### src/rtl/jk_updown_counter.sv
// -----------------------------------------------------------------------------
// jk_updown_counter
//   Synchronous WIDTH-bit up/down counter assembled from per-bit JK flip-flop
//   cells. The next count comes only from J/K toggle logic driving each cell;
//   there is no behavioural q+1 / q-1 adder.
//
// Ports
//   clk    in   1      rising-edge clock
//   rst_n  in   1      synchronous active-low reset
//   en     in   1      count enable
//   up     in   1      direction: 1 = increment, 0 = decrement
//   load   in   1      parallel load strobe (beats en/up)
//   d      in   WIDTH  parallel load value
//   q      out  WIDTH  current count (JK cell outputs)
//   qn     out  WIDTH  complement of q (JK cell outputs)
//   tc     out  1      terminal count, combinational (high the cycle before a wrap)
//   ovf    out  1      sticky wrap flag, registered; cleared by reset or load
// -----------------------------------------------------------------------------

// -----------------------------------------------------------------------------
// jk_updown_counter_cell
//   Single JK flip-flop with synchronous active-low reset.
//   JK = 00 hold, 01 reset, 10 set, 11 toggle.
//
// Ports
//   clk    in   1   rising-edge clock
//   rst_n  in   1   synchronous active-low reset (q -> 0)
//   i_j    in   1   J input
//   i_k    in   1   K input
//   o_q    out  1   stored bit
//   o_qn   out  1   complement of stored bit
// -----------------------------------------------------------------------------
module jk_updown_counter_cell (
  input  logic clk,
  input  logic rst_n,
  input  logic i_j,
  input  logic i_k,
  output logic o_q,
  output logic o_qn
);

  logic r_q;

  // Reset is tested first so unknown J/K during reset never reach r_q.
  always_ff @(posedge clk) begin
    if (!rst_n) begin
      r_q <= 1'b0;
    end else begin
      r_q <= (i_j & ~r_q) | (~i_k & r_q);
    end
  end

  assign o_q  = r_q;
  assign o_qn = ~r_q;

endmodule


module jk_updown_counter #(
  parameter int unsigned WIDTH = 4
) (
  input  logic             clk,
  input  logic             rst_n,
  input  logic             en,
  input  logic             up,
  input  logic             load,
  input  logic [WIDTH-1:0] d,
  output logic [WIDTH-1:0] q,
  output logic [WIDTH-1:0] qn,
  output logic             tc,
  output logic             ovf
);

  logic [WIDTH-1:0] w_q;
  logic [WIDTH-1:0] w_qn;
  logic [WIDTH-1:0] w_j;
  logic [WIDTH-1:0] w_k;
  logic [WIDTH-1:0] w_up_all;   // w_up_all[i] = &q[i-1:0]  (1 for bit 0)
  logic [WIDTH-1:0] w_dn_all;   // w_dn_all[i] = &qn[i-1:0] (1 for bit 0)
  logic             w_wrap;

  // Running AND chains: a bit toggles when every lower bit is 1 (counting up)
  // or every lower bit is 0 (counting down).
  always_comb begin
    logic up_run;
    logic dn_run;
    w_up_all = '0;
    w_dn_all = '0;
    up_run   = 1'b1;
    dn_run   = 1'b1;
    for (int unsigned i = 0; i < WIDTH; i++) begin
      w_up_all[i] = up_run;
      w_dn_all[i] = dn_run;
      up_run      = up_run & w_q[i];
      dn_run      = dn_run & w_qn[i];
    end
  end

  // J/K steering: load (set/reset each bit to d) > count (toggle) > hold.
  always_comb begin
    w_j = '0;
    w_k = '0;
    if (load) begin
      w_j = d;
      w_k = ~d;
    end else if (en) begin
      w_j = up ? w_up_all : w_dn_all;
      w_k = up ? w_up_all : w_dn_all;
    end
  end

  for (genvar g = 0; g < WIDTH; g++) begin : g_cell
    jk_updown_counter_cell u_cell (
      .clk   (clk),
      .rst_n (rst_n),
      .i_j   (w_j[g]),
      .i_k   (w_k[g]),
      .o_q   (w_q[g]),
      .o_qn  (w_qn[g])
    );
  end

  // Terminal count is exactly the condition under which the next edge wraps.
  assign w_wrap = en & ~load & (up ? (&w_q) : ~(|w_q));
  assign tc     = w_wrap;

  logic r_ovf;

  always_ff @(posedge clk) begin
    if (!rst_n) begin
      r_ovf <= 1'b0;
    end else if (load) begin
      r_ovf <= 1'b0;
    end else if (w_wrap) begin
      r_ovf <= 1'b1;
    end
  end

  assign q   = w_q;
  assign qn  = w_qn;
  assign ovf = r_ovf;

endmodule

### config.mk
export PLATFORM = sky130hd
export DESIGN_NAME = jk_updown_counter
export DESIGN_NICKNAME = d
export VERILOG_FILES = /design/src/rtl/jk_updown_counter.sv
export SDC_FILE = /design/constraint.sdc
export NUM_CORES = 1
export LEC_CHECK = 0
export ABC_AREA = 1
export ABC_CLOCK_PERIOD_IN_PS = 900
export CORE_UTILIZATION = 25
export CTS_CLUSTER_SIZE = 16
export DETAILED_ROUTE_END_ITERATION = 8
export GPL_ROUTABILITY_DRIVEN = 0
export PLACE_DENSITY_LB_ADDON = 0.05
export SLEW_MARGIN = 20
export SYNTH_ARGS = -nofsm -noshare
export SYNTH_HDL_FRONTEND = slang
export SYNTH_HIERARCHICAL = 1
export SYNTH_SLANG_ARGS = --single-unit
export TNS_END_PERCENT = 50
### constraint.sdc
create_clock -name clk -period 0.9 [get_ports clk]
set_input_delay 0.09 -clock clk [delete_from_list [all_inputs] [get_ports clk]]
set_output_delay 0.09 -clock clk [all_outputs]
set_load 0.1 [all_outputs]
==> flow_metrics.py <==
metrics = {
    "setup_path": {
        "crit_top_cell": "nand2_1",
        "r2r_end": "g_cell[2].u_cell/o_q$_SDFF_PN0_",
        "crit_end": "tc",
        "crit_arrival_ns": 1.19,
        "path_depth": 7,
        "r2r_slack_ns": -0.25,
        "cp.required_ns": 0.81,
        "cp_slowest_cell": "dfxtp_4",
        "rr_worst_depth": 9,
        "cp.buffers_inverters": 2,
        "cp_top_family": "flip-flops",
        "crit_chain": "nand2_4 -> nor2_4 -> nand2_1 -> nand2_1 -> nand2_2 -> clkinvlp_4 -> buf_12",
        "end_kind": "primary output",
        "startpoint": "g_cell[0].u_cell/o_q$_SDFF_PN0_",
        "critPathKind": "flip-flop to primary output",
        "cp_max_fo": 3,
        "cp_slowest_stage_delay_ns": 0.37,
        "critical_path.startpoint_type": "flip-flop",
        "rr_startpoint": "g_cell[0].u_cell/o_q$_SDFF_PN0_",
    },
    "sta": {
        "setup_slack_ns": -0.377,
        "finalSetupTns_ns": -2.77,
        "fin_crit_sh": 1.42,
        "maxSlewHeadroom": 0.858,
        "hold_slack_ns": 0.291,
        "fmax_mhz": 783,
        "hold_viol_final": 0,
        "skew_ns": 0.00148,
        "setup_viol": 13,
        "period_needed_ns": 1.28,
        "rsz0062_at_grt": "yes",
        "tightest_slew_ns": 0.213,
        "slew_viol_final": 0,
    },
    "global_routing": {
        "grt_start_max_net_pins": 7,
        "grt_pass1_wl_mm": 1.68,
        "antenna_found_initial": 0,
        "grt_pass1_vias": 446,
        "grt_overflow": 0,
        "grtUsageTotal": 0.164,
    },
    "clock_tree": {
        "clk_pin_slew_ns": 0.04,
        "cts_root_buffer": "clkbuf_4",
        "ctsHoldBuffers": 0,
        "tritoncts": "built",
        "clock_sinks": 5,
        "clk_latency_ns": 0.24,
        "clockBufferDepth": 2,
        "cts_htree_levels": 1,
        "numCtsBuffers": 3,
    },
    "floorplanning": {
        "dieWidth_um": 40.2,
        "die-area_um2": 1620,
        "dieHeight_um": 40.2,
        "design.portCount": 19,
        "rows": 13,
        "initial_core_util": 0.274,
        "coreArea_um2": 1330,
    },
    "yosys": {
        "ys_seq_elements": 5,
        "synth-seq-area-share": 0.274,
        "synth.distinct_cells": 12,
        "yosysWarnings": 6,
        "syn_nets": 76,
        "avgSynthCellArea_um2": 5.45,
        "postSynthCellCount": 67,
        "netlist_area_um2": 365,
    },
    "pwr": {
        "ir_drop_mv": 0.900,
        "leakage_nw": 0.435,
        "p_per_area_nw_per_um2": 1410,
        "power.total_mw": 1.24,
    },
    "status": {
        "violations": "setup timing",
        "outcome": "finished with violations",
    },
    "cells_and_area": {
        "n_antenna_cell": 0,
        "fin_util": 0.659,
        "layout-drive-gt1-share": 0.448,
        "area_growth_syn_to_layout_pct": 140,
        "nets": 115,
    },
    "drt": {
        "route.vias.total": 519,
        "vias_per_cell": 4.33,
        "post_drt_wl_per_cell_um": 8.93,
        "first_pass_iters": 4,
        "ant_nets": 0,
        "drtIter0Drc": 12,
        "drcViolationCount": 0,
        "routed_wl_mm": 1.07,
    },
    "place": {
        "io_buffers": 18,
        "dp_hpwl_um": 835,
        "dp_slack_ns": -0.410,
    },
    "run": {
        "cap_viol_max_count": 0,
    },
    "worst_hold_path": {
        "hold_class": "input pin to flip-flop",
    },
}
==> metal layers <==
| layer | vias up | GRT usage | part of all wire |
|---|---|---|---|
| met5 | - | 0 | 0 |
| met4 | 0 | 0.125 | 0.015 |
| met3 | 2 | 0.0500 | 0.068 |
| met2 | 21 | 0.254 | 0.46 |
| met1 | 215 | 0.188 | 0.46 |
| li1 | 281 | - | - |
==> registers in the layout, indices dropped and copies added, names as in the netlist <==
name               cells
g_cell.u_cell/o_q      4
ovf                    1
==> worst register-to-register path: cells and delay by family, from the launching register on <==
family / cells / cell delay, ns
buffers and inverters: 2 / 0.20
flip-flops: 1 / 0.37
AO/OA/AOI/OAI: 1 / 0.09
AND/OR/NAND/NOR: 6 / 0.42
==> logic make-up after synthesis <==
logic type / Yosys count / share of synthesized area
buffers and inverters: 12 / 0.123
DFF: 5 / 0.274
AOI/OAI and AO/OA: 7 / 0.113
and+or+nand+nor: 43 / 0.490
==> cell usage in the layout (no fill, tap or decap), types with 2 or more instances in the layout <==
| cell type | count |
|---|---|
| buf_4 | 10 |
| o21ai_1 | 4 |
| clkinvlp_4 | 4 |
| nor2_2 | 2 |
| dfxtp_4 | 4 |
| nand2_1 | 23 |
| nor2_1 | 12 |
| clkdlybuf4s50_1 | 6 |
| clkbuf_4 | 3 |
| nand2_2 | 2 |
| nand3_1 | 2 |
| buf_12 | 10 |
| buf_6 | 6 |
| inv_1 | 6 |
==> worst min path at each step <==
stage	start	endpoint	slack, ns	cells after the start
floorplan	rst_n	g_cell[0].u_cell/o_q$_SDFF_PN0_	0.20	2
global placement	ovf$_SDFFE_PP0P_	ovf$_SDFFE_PP0P_	0.48	2
detailed placement	ovf$_SDFFE_PP0P_	ovf$_SDFFE_PP0P_	0.49	2
CTS	ovf$_SDFFE_PP0P_	ovf$_SDFFE_PP0P_	0.49	2
global route	load	ovf$_SDFFE_PP0P_	0.32	5
finish	load	ovf$_SDFFE_PP0P_	0.29	5
==> cells in the mapped netlist <==
cell / count / area share
a21oi_2: 1 / 0.024
nand2_2: 3 / 0.051
nor2_1: 14 / 0.14
dfxtp_1: 5 / 0.27
o211ai_1: 1 / 0.021
o21ai_0: 3 / 0.041
nand3_1: 2 / 0.027
nand2_1: 23 / 0.24
nor2_4: 1 / 0.031
inv_2: 1 / 0.010
inv_1: 11 / 0.11
o21ai_1: 2 / 0.027
==> per-stage QoR <==
step	instances	area (um^2)
final	120	878
after global routing	120	878
after CTS	120	872
after detailed placement	111	777
after global placement	111	777
after floorplan	67	395
==> where the power goes <==
| group | internal (mW) | total [mW] | leakage [nW] | switching (mW) |
|---|---|---|---|---|
| Combinational | 0.295 | 0.717 | 0.376 | 0.422 |
| Clock | 0.167 | 0.257 | 0.0150 | 0.0895 |
| Sequential | 0.242 | 0.263 | 0.0442 | 0.0212 |
| Total | 0.704 | 1.24 | 0.435 | 0.533 |
==> area by class of cell <==
class | instances | area, um^2
sequential | 5 | 116
inverter | 12 | 62.6
multi-input combinational | 50 | 230
clock buffer | 4 | 26.3
tap | 15 | 18.8
fill | 118 | 455
timing repair buffer | 34 | 424
==> repair_timing <==
item                                    in CTS  in global routing
pin swaps                                    6                  0
gates resized for setup                     12                  3
buffers inserted                             5                  0
endpoints found under the setup margin      14                 15
(Power assumes the default switching activity.)
